--- src/rtl/axis_byte_packer_if.sv ---
`default_nettype none
// +----------------------------------------------------------------------------+
// | Module   : axis_byte_packer_if                                             |
// | Brief    : AXI4-Stream bundle (valid/ready/data/keep/last) with modports.  |
// | Revision : 1.0                                                             |
// +----------------------------------------------------------------------------+
interface axis_byte_packer_if #(
   parameter int DATA_WIDTH = 8
);
   localparam int KEEP_WIDTH = (DATA_WIDTH + 7) / 8;

   logic                  valid;
   logic                  ready;
   logic [DATA_WIDTH-1:0] data;
   logic [KEEP_WIDTH-1:0] keep;
   logic                  last;

   modport master (output valid, data, keep, last, input ready);
   // The byte-side consumer has a single lane, so keep is not part of its view.
   modport slave  (input valid, data, last, output ready);
endinterface
`default_nettype wire

--- src/rtl/axis_byte_packer.sv ---
`default_nettype none
// +----------------------------------------------------------------------------+
// | Module   : axis_byte_packer                                                |
// | Brief    : Byte-wide to DATA_WIDTH-wide AXI4-Stream upsizer, little-endian.|
// | Revision : 1.0                                                             |
// +----------------------------------------------------------------------------+
module axis_byte_packer #(
   parameter int DATA_WIDTH = 32,
   parameter int CNT_WIDTH  = 16
) (
   input  wire logic                 clk,
   input  wire logic                 resetn,
   axis_byte_packer_if.slave         s,
   axis_byte_packer_if.master        m,
   output logic [CNT_WIDTH-1:0]      frame_count
);
   localparam int KEEP_WIDTH  = DATA_WIDTH / 8;
   localparam int c_LANE_BITS = $clog2(KEEP_WIDTH);

   logic [c_LANE_BITS-1:0] r_cnt;
   logic [DATA_WIDTH-1:0]  r_acc;
   logic [DATA_WIDTH-1:0]  r_m_data;
   logic [KEEP_WIDTH-1:0]  r_m_keep;
   logic                   r_m_valid;
   logic                   r_m_last;
   logic [CNT_WIDTH-1:0]   r_frame_count;

   logic [DATA_WIDTH-1:0]  w_merged;
   logic [KEEP_WIDTH-1:0]  w_keep;
   logic                   w_s_ready;
   logic                   w_s_fire;
   logic                   w_m_fire;
   logic                   w_complete;

   // Output register is free when empty or draining this cycle.
   assign w_s_ready  = !r_m_valid || m.ready;
   assign w_s_fire   = s.valid && w_s_ready;
   assign w_m_fire   = r_m_valid && m.ready;
   assign w_complete = w_s_fire && ((r_cnt == c_LANE_BITS'(KEEP_WIDTH - 1)) || s.last);

   always_comb begin
      w_merged = r_acc;
      w_keep   = '0;
      for (int i = 0; i < KEEP_WIDTH; i++) begin
         if (i == int'(r_cnt)) begin
            w_merged[i*8 +: 8] = s.data;
         end
         w_keep[i] = (i <= int'(r_cnt));
      end
   end

   always_ff @(posedge clk) begin
      if (!resetn) begin
         r_cnt         <= '0;
         r_acc         <= '0;
         r_m_data      <= '0;
         r_m_keep      <= '0;
         r_m_valid     <= 1'b0;
         r_m_last      <= 1'b0;
         r_frame_count <= '0;
      end else begin
         if (w_s_fire) begin
            if (w_complete) begin
               r_cnt <= '0;
               r_acc <= '0;
            end else begin
               r_cnt <= r_cnt + 1'b1;
               r_acc <= w_merged;
            end
         end

         // A completion reloads the output register even while it drains.
         if (w_complete) begin
            r_m_data  <= w_merged;
            r_m_keep  <= w_keep;
            r_m_last  <= s.last;
            r_m_valid <= 1'b1;
         end else if (w_m_fire) begin
            r_m_valid <= 1'b0;
         end

         if (w_m_fire && r_m_last) begin
            r_frame_count <= r_frame_count + 1'b1;
         end
      end
   end

   assign s.ready     = w_s_ready;
   assign m.valid     = r_m_valid;
   assign m.data      = r_m_data;
   assign m.keep      = r_m_keep;
   assign m.last      = r_m_last;
   assign frame_count = r_frame_count;
endmodule
`default_nettype wire

--- src/flat_wrapper.sv ---
// flat-port wrapper written by rule: the top's interface ports become plain ports
module axis_byte_packer_flat 
#(
   parameter int DATA_WIDTH = 32,
   parameter int CNT_WIDTH  = 16
)
  (clk, resetn, frame_count, s_valid, s_data, s_last, s_ready, m_valid, m_data, m_keep, m_last, m_ready);
  axis_byte_packer_if #(.DATA_WIDTH(DATA_WIDTH)) s_i ();
  axis_byte_packer_if #(.DATA_WIDTH(DATA_WIDTH)) m_i ();
  input  wire logic clk;
  input  wire logic resetn;
  output logic [CNT_WIDTH-1:0] frame_count;
  input wire logic [$bits(s_i.valid)-1:0] s_valid;
  input wire logic [$bits(s_i.data)-1:0] s_data;
  input wire logic [$bits(s_i.last)-1:0] s_last;
  output wire logic [$bits(s_i.ready)-1:0] s_ready;
  output wire logic [$bits(m_i.valid)-1:0] m_valid;
  output wire logic [$bits(m_i.data)-1:0] m_data;
  output wire logic [$bits(m_i.keep)-1:0] m_keep;
  output wire logic [$bits(m_i.last)-1:0] m_last;
  input wire logic [$bits(m_i.ready)-1:0] m_ready;
  assign s_i.valid = s_valid;
  assign s_i.data = s_data;
  assign s_i.last = s_last;
  assign s_ready = s_i.ready;
  assign m_valid = m_i.valid;
  assign m_data = m_i.data;
  assign m_keep = m_i.keep;
  assign m_last = m_i.last;
  assign m_i.ready = m_ready;
  axis_byte_packer #(.DATA_WIDTH(DATA_WIDTH), .CNT_WIDTH(CNT_WIDTH)) u_core (.clk(clk), .resetn(resetn), .s(s_i), .m(m_i), .frame_count(frame_count));
endmodule
--- config.mk ---
export PLATFORM = sky130hd
export DESIGN_NAME = axis_byte_packer_flat
export DESIGN_NICKNAME = d
export VERILOG_FILES = /design/src/rtl/axis_byte_packer_if.sv /design/src/rtl/axis_byte_packer.sv /design/src/flat_wrapper.sv
export SDC_FILE = /design/constraint.sdc
export NUM_CORES = 1
export LEC_CHECK = 0
export BUFFER_PORTS_ARGS = -buffer_cell sky130_fd_sc_hd__buf_2
export CAP_MARGIN = 20
export CORE_MARGIN = 4
export CORE_UTILIZATION = 50
export CTS_CLUSTER_DIAMETER = 150
export DETAILED_ROUTE_END_ITERATION = 7
export HOLD_SLACK_MARGIN = 0.12
export PLACE_DENSITY = 0.76
export SLEW_MARGIN = 10
export SYNTH_ARGS = -nofsm -noshare
export SYNTH_HDL_FRONTEND = slang
export SYNTH_SLANG_ARGS = --single-unit
--- constraint.sdc ---
create_clock -name clk -period 1.9 [get_ports clk]
set_input_delay 0.285 -clock clk [delete_from_list [all_inputs] [get_ports clk]]
set_output_delay 0.285 -clock clk [all_outputs]
set_load 0.02 [all_outputs]
==> flow_metrics.env, run 1 <==
export IMPL_synthesis_area_mm2=0.00353
export IMPL_track_usage=0.191
export IMPL_slew_violations=0
export IMPL_syn2layout_area_growth_pct=18.8
export IMPL_layout_setup_ws_ps=283
export IMPL_power_mw=3.59
export IMPL_worstMarginPinSlew_ps=316
export IMPL_cp_cell_sequence="and3_1 > nand4_2 > or4_1 > a21oi_1"
export IMPL_ant_nets=0
export IMPL_grt_start_max_net_pins=65
export IMPL_fmax_ghz=0.618
export IMPL_yosysTopAreaCellShare=0.499
export IMPL_routed_wl_um=7850
export IMPL_dieArea_mm2=0.00846
export IMPL_post_place_ws_ps=271
export IMPL_via_count=2888
export IMPL_clkLatencyLatePin_ps=350
export IMPL_worst_ep_arrival_time_ps=1910
export IMPL_p_leak_nw=1.74
export IMPL_yosys_warnings=0
export IMPL_endpoint_kind="flip-flop"
export IMPL_fin_worst_skew_ps=10.4
export IMPL_hpwlAfterDp_um=5400
export IMPL_outcome="finished clean"
export IMPL_synth_nets=409
export IMPL_die_h_um=92.0
export IMPL_tns_ps=0
export IMPL_coreArea_mm2=0.00683
export IMPL_start_util=0.516
export IMPL_syn_inst=366
export IMPL_power_density_mw_per_mm2=858
export IMPL_synth_edf_count=0
export IMPL_row_count=30
export IMPL_synth_most_common_cell="dfxtp_1"
export IMPL_cts_sinks=88
export IMPL_peakVddDrop_v=0.000490
export IMPL_io_buffer_count=67
export IMPL_synthTopCellsByArea="dfxtp_1 50%, mux2i_1 9.4%, nor2_1 7.3%"
export IMPL_synth_top_area_cell="dfxtp_1"
export IMPL_startpoint_type="flip-flop"
export IMPL_worstPathRequired_ps=2190
export IMPL_antenna_cells=0
export IMPL_report_final_hold_viol_count=0
export IMPL_gp_congestion=0.756
export IMPL_grt_ovfl_total=0
export IMPL_maxCapViolCount=0
export IMPL_cts_resized=0
export IMPL_cts_setup_buffers=0
export IMPL_cts_buffers_inserted=9
export IMPL_drt_pass1_iter_count=5
export IMPL_grt_pass1_wl_um=13000
export IMPL_hold_class="input pin to flip-flop"
export IMPL_synth_flop_cell="dfxtp_1"
export IMPL_critPathMaxStageDelay_ps=460
export IMPL_drt_initial_drc_count=150
export IMPL_holdWs_ps=280
export IMPL_boundaryPins=92
export IMPL_crit_type="flip-flop to flip-flop"
export IMPL_viasPerCell=5.43
export IMPL_avgSynthCellArea_um2=9.64
export IMPL_rsz0062_at_grt="false"
export IMPL_dpl_instance_area_mm2=0.00400
export IMPL_avgRoutedWirePerCell_um=14.8
export IMPL_drc=0
export IMPL_fp_dieW_um=92.0
export IMPL_cts_tree="yes"
export IMPL_yosysSeqAreaShare=0.499
export IMPL_ys_seq_elements=88
export IMPL_antenna_found_initial=0
export IMPL_clockBufferDepth=2
export IMPL_hold_buffers=0
export IMPL_drive_above_1_share=0.234
export IMPL_post_synth_num_cell_types=35
export IMPL_setup_viol_count_final=0
export IMPL_root_buffer="clkbuf_8"
export IMPL_grt_pass1_vias=2666
export IMPL_synthTopCellsByCount="88 x dfxtp_1, 69 x nor2_1, 33 x a211oi_1, 33 x mux2i_1, 24 x a22oi_1"
export IMPL_crit_slowest_cell="or4_1"
export IMPL_stdcell_area_mm2=0.00419
export IMPL_fin_crit_sh=0.851
export IMPL_clk_pin_slew_ps=90
export IMPL_fin_nets=475
export IMPL_htreeDepth=3
export IMPL_relSlewSlack=0.789
export IMPL_critPathMaxFanout=9
export IMPL_ys_async_sr_fraction=0
export IMPL_fin_crit_ps=1620
flip-flops by register name, summed over array words and instances (netlist names):
register,count
u_core.m.valid,1
u_core.m.last,1
u_core.r_acc,32
u_core.r_cnt,2
u_core.frame_count,16
u_core.m.keep,4
u_core.m.data,32
layout make-up:
class	count	area [um2]
inverters	4	15.0
clock inverters	3	42.5
fillers	619	2640
multi-input cells	247	1630
clock buffers	12	145
repair buffers	82	473
flip-flops and latches	88	1760
well taps	96	120
per-layer routing:
| metal | share of wire | global-route usage | vias up |
|---|---|---|---|
| met2 | 0.47 | 0.308 | 65 |
| li1 | - | - | 1452 |
| met3 | 0.039 | 0.0484 | 10 |
| met1 | 0.47 | 0.250 | 1361 |
| met5 | 0 | 0 | - |
| met4 | 0.016 | 0.0644 | 0 |
through the flow:
step / utilization / cells
final: 0.613 / 532
after global routing: 0.613 / 532
after CTS: 0.613 / 532
after detailed placement: 0.586 / 517
after global placement: 0.586 / 517
after floorplan: - / 366
power by group:
group          switching, mW  leakage, nW  internal (mW)  total, mW
Clock                  0.624       0.0925          0.636       1.26
Sequential            0.0320        0.716           1.91       1.94
Combinational          0.254        0.932          0.141      0.395
critical path, delay by kind of cell (launching register included):
family	cells	cell delay, ps
compound gates	1	140
simple gates	3	1040
flops	1	370
final timing paths:
check | from | end | slack, ps | cells after the start
max | u_core.m.last | u_core.frame_count[15] | 280 | 4
min | resetn | u_core.r_acc[27] | 280 | 2
min reg2reg | u_core.r_acc[24] | u_core.r_acc[24] | 480 | 1
max reg2reg | u_core.m.last | u_core.frame_count[15] | 280 | 4
cells by family after synthesis:
logic type                 Yosys count  synth area share
muxes                               33            0.0937
buffers and inverters               31            0.0383
AOI/OAI and AO/OA                   79             0.159
DFF                                 88             0.499
adders and majority gates            6            0.0213
xor gates and xnor gates             8            0.0199
and+or+nand+nor                    121             0.169
layout by cell type, fill, tap and decap left out, types with 2 or more instances in the layout:
| master | netlist | layout |
|---|---|---|
| o311ai_1 | 2 | 2 |
| clkbuf_1 | 14 | 2 |
| nand2_1 | 8 | 8 |
| and3_1 | 10 | 10 |
| clkbuf_8 | 0 | 10 |
| nor3_1 | 2 | 2 |
| and4_1 | 5 | 5 |
| xor2_1 | 6 | 6 |
| o21ai_0 | 6 | 6 |
| dfxtp_1 | 88 | 88 |
| nand3_1 | 8 | 8 |
| or3_1 | 6 | 6 |
| a211oi_1 | 33 | 33 |
| mux2i_1 | 33 | 33 |
| inv_1 | 3 | 3 |
| buf_12 | 0 | 2 |
| a22oi_1 | 24 | 24 |
| ha_1 | 6 | 6 |
| nor2_1 | 69 | 69 |
| a21oi_1 | 12 | 12 |
| buf_2 | 9 | 67 |
| buf_4 | 2 | 13 |
| nand4_1 | 4 | 4 |
| xnor2_1 | 2 | 2 |
Power figures use the tool's default switching activity.
==> run 2, diff against run 1 <==
--- a/config.mk
+++ b/config.mk
@@ -5,14 +5,16 @@
 export SDC_FILE = /design/constraint.sdc
 export NUM_CORES = 1
 export LEC_CHECK = 0
+export ABC_AREA = 1
 export BUFFER_PORTS_ARGS = -buffer_cell sky130_fd_sc_hd__buf_2
 export CAP_MARGIN = 20
 export CORE_MARGIN = 4
 export CORE_UTILIZATION = 50
+export CTS_BUF_LIST = sky130_fd_sc_hd__clkbuf_8
 export CTS_CLUSTER_DIAMETER = 150
 export DETAILED_ROUTE_END_ITERATION = 7
 export HOLD_SLACK_MARGIN = 0.12
-export PLACE_DENSITY = 0.76
+export PLACE_DENSITY = 0.75
 export SLEW_MARGIN = 10
 export SYNTH_ARGS = -nofsm -noshare
 export SYNTH_HDL_FRONTEND = slang
==> flow_metrics.env, run 2 <==
export IMPL_drt_pass1_iter_count=5
export IMPL_grt_pass1_vias=3229
export IMPL_layout_common_cells="179 x nand2_1, 88 x dfxtp_1, 67 x buf_2"
export IMPL_hold_buffers=0
export IMPL_setup_viol_count_final=0
export IMPL_synthTopCellsByArea="dfxtp_1 46%, nand2_1 17%, a21oi_1 7.5%"
export IMPL_critPathMaxFanout=42
export IMPL_relSlewSlack=0.655
export IMPL_cts_sinks=88
export IMPL_coreArea_mm2=0.00737
export IMPL_switching_share=0.241
export IMPL_post_synth_num_cell_types=27
export IMPL_place_inst=676
export IMPL_fin_worst_skew_ps=5.91
export IMPL_crit_type="flip-flop to flip-flop"
export IMPL_layout_commonest_cell="nand2_1"
export IMPL_nFillCells=703
export IMPL_fmax_ghz=0.619
export IMPL_grt_start_max_net_pins=59
export IMPL_holdWs_ps=242
export IMPL_hold_end="u_core.m.valid"
export IMPL_dieArea_mm2=0.00920
export IMPL_htreeDepth=3
export IMPL_gp_congestion=0.791
export IMPL_power_frac_seq=0.528
export IMPL_outcome="finished clean"
export IMPL_stdcell_area_mm2=0.00439
export IMPL_seq_area_mm2=0.00176
export IMPL_hp_start="m_ready"
export IMPL_clockBufferDepth=2
export IMPL_cts_tree="yes"
export IMPL_tns_ps=0
export IMPL_final_util=0.596
export IMPL_hold_path_depth=4
export IMPL_critPathMaxStageDelay_ps=410
export IMPL_drt_initial_drc_count=154
export IMPL_report_final_hold_viol_count=0
export IMPL_regToRegEndpoint="u_core.m.data[25]"
export IMPL_synthTopCellsByCount="179 x nand2_1, 88 x dfxtp_1, 58 x a21oi_1"
export IMPL_layout_setup_ws_ps=285
export IMPL_synth_most_common_cell="nand2_1"
export IMPL_fin_crit_sh=0.850
export IMPL_syn2layout_area_growth_pct=13.6
export IMPL_routed_wl_um=8530
export IMPL_viasPerCell=4.95
export IMPL_ys_async_sr_fraction=0
export IMPL_cp_startpoint="u_core.r_cnt[1]"
export IMPL_p_clk_frac=0.382
export IMPL_r2r_slack_ps=280
export IMPL_row_count=31
export IMPL_die_h_um=95.9
export IMPL_ys_seq_elements=88
export IMPL_post_place_ws_ps=316
export IMPL_clk_pin_slew_ps=80
export IMPL_slew_violations=0
export IMPL_rsz0062_at_grt="false"
export IMPL_yosys_warnings=0
export IMPL_worstMarginPinSlew_ps=518
export IMPL_fp_dieW_um=95.9
export IMPL_antenna_found_initial=0
export IMPL_worst_ep_arrival_time_ps=1860
export IMPL_multi_input_area_mm2=0.00169
export IMPL_avgSynthCellArea_um2=7.28
export IMPL_switchingPower_mw=0.867
export IMPL_p_leak_nw=1.91
export IMPL_p_int_mw=2.73
export IMPL_track_usage=0.200
export IMPL_dpl_instance_area_mm2=0.00418
export IMPL_final_instance_count_excl_fill=690
export IMPL_hpwlAfterDp_um=5820
export IMPL_startpoint_type="flip-flop"
export IMPL_endpoint_kind="flip-flop"
export IMPL_fin_crit_ps=1620
export IMPL_antenna_cells=0
export IMPL_synth_nets=574
export IMPL_ff2ff_path_depth=6
export IMPL_hold_class="input pin to flip-flop"
export IMPL_synth_edf_count=0
export IMPL_synth_flop_cell="dfxtp_1"
export IMPL_peakVddDrop_v=0.000428
export IMPL_yosysSeqAreaShare=0.456
export IMPL_ant_nets=0
export IMPL_worstPathRequired_ps=2150
export IMPL_clkLatencyLatePin_ps=350
export IMPL_maxCapViolCount=0
export IMPL_cts_buffers_inserted=9
export IMPL_io_buffer_count=67
export IMPL_cts_resized=0
export IMPL_root_buffer="clkbuf_8"
export IMPL_via_count=3415
export IMPL_crit_slowest_cell="dfxtp_1"
export IMPL_cp_cell_sequence="ha_1 > nor2_8 > nor2_8 > inv_4 > nor2_1 > nor2_1"
export IMPL_fin_nets=631
export IMPL_syn_inst=531
export IMPL_start_util=0.525
export IMPL_grt_pass1_wl_um=14400
export IMPL_synth_top_area_cell="dfxtp_1"
export IMPL_power_density_mw_per_mm2=820
export IMPL_yosysTopAreaCellShare=0.456
export IMPL_power_mw=3.60
export IMPL_boundaryPins=92
export IMPL_cts_setup_buffers=0
export IMPL_synthesis_area_mm2=0.00387
export IMPL_drive_above_1_share=0.169
export IMPL_grt_ovfl_total=0
export IMPL_reg2reg_from="u_core.r_cnt[1]"
export IMPL_pwr_share_comb=0.090
export IMPL_avgRoutedWirePerCell_um=12.4
export IMPL_drc=0
[run 2: changes by cell type after synthesis, moves of 27 or more]
cell / before / now
inv_1: 3 / 52
nand2_1: 8 / 179
a211oi_1: 33 / 1
o21ai_0: 6 / 38
mux2i_1: 33 / 0
a21oi_1: 12 / 58
nor2_1: 69 / 42
[run 2: power by group through the flow]
stage / logic (mW) / registers [mW] / clock network, mW
4_1_cts: 0.326 / 1.90 / 1.42
3_5_place_dp: 0.323 / 1.95 / 0
3_3_place_gp: 0.319 / 1.94 / 0
6_report: 0.323 / 1.90 / 1.38
2_1_floorplan: 0.214 / 1.97 / 0
5_1_grt: 0.361 / 1.91 / 1.48
[run 2: final cells by class]
cell class	count	share of cell area
inverters	55	0.0481
repair buffers	72	0.0906
multi-input cells	362	0.384
clock buffers	10	0.0313
flip-flops and latches	88	0.401
clock inverters	4	0.0162
well taps	99	0.0282
[run 2: worst max-delay path by stage]
stage	depth (start not counted)	slack, ps	end
6_report	6	280	u_core.m.data[25]
5_1_grt	5	130	u_core.r_acc[1]
4_1_cts	6	280	u_core.m.data[25]
3_5_place_dp	6	320	u_core.m.data[25]
3_3_place_gp	6	370	u_core.m.data[27]
2_1_floorplan	6	560	u_core.frame_count[8]
[run 2: cell families (layout without fill, tap and decap cells)]
logic type / count (synthesis) / in the layout / synth area share
simple gates: 250 / 250 / 0.272
fa+ha+maj: 6 / 6 / 0.0194
buf+inv: 81 / 141 / 0.108
flops: 88 / 88 / 0.456
compound gates: 106 / 106 / 0.145
[run 2: worst max-delay path: cells and delay by family, from the launching register on]
kind                       cells  cell delay [ps]
adders and majority gates      1              310
buffers and inverters          1              220
DFF                            1              410
and+or+nand+nor                4              560
[run 2: layer usage]
layer,GRT usage,share of wire,vias to the layer above
met4,0.0912,0.018,0
met2,0.338,0.49,74
met1,0.247,0.44,1557
li1,-,-,1767
met3,0.0352,0.045,17
met5,0,0,-
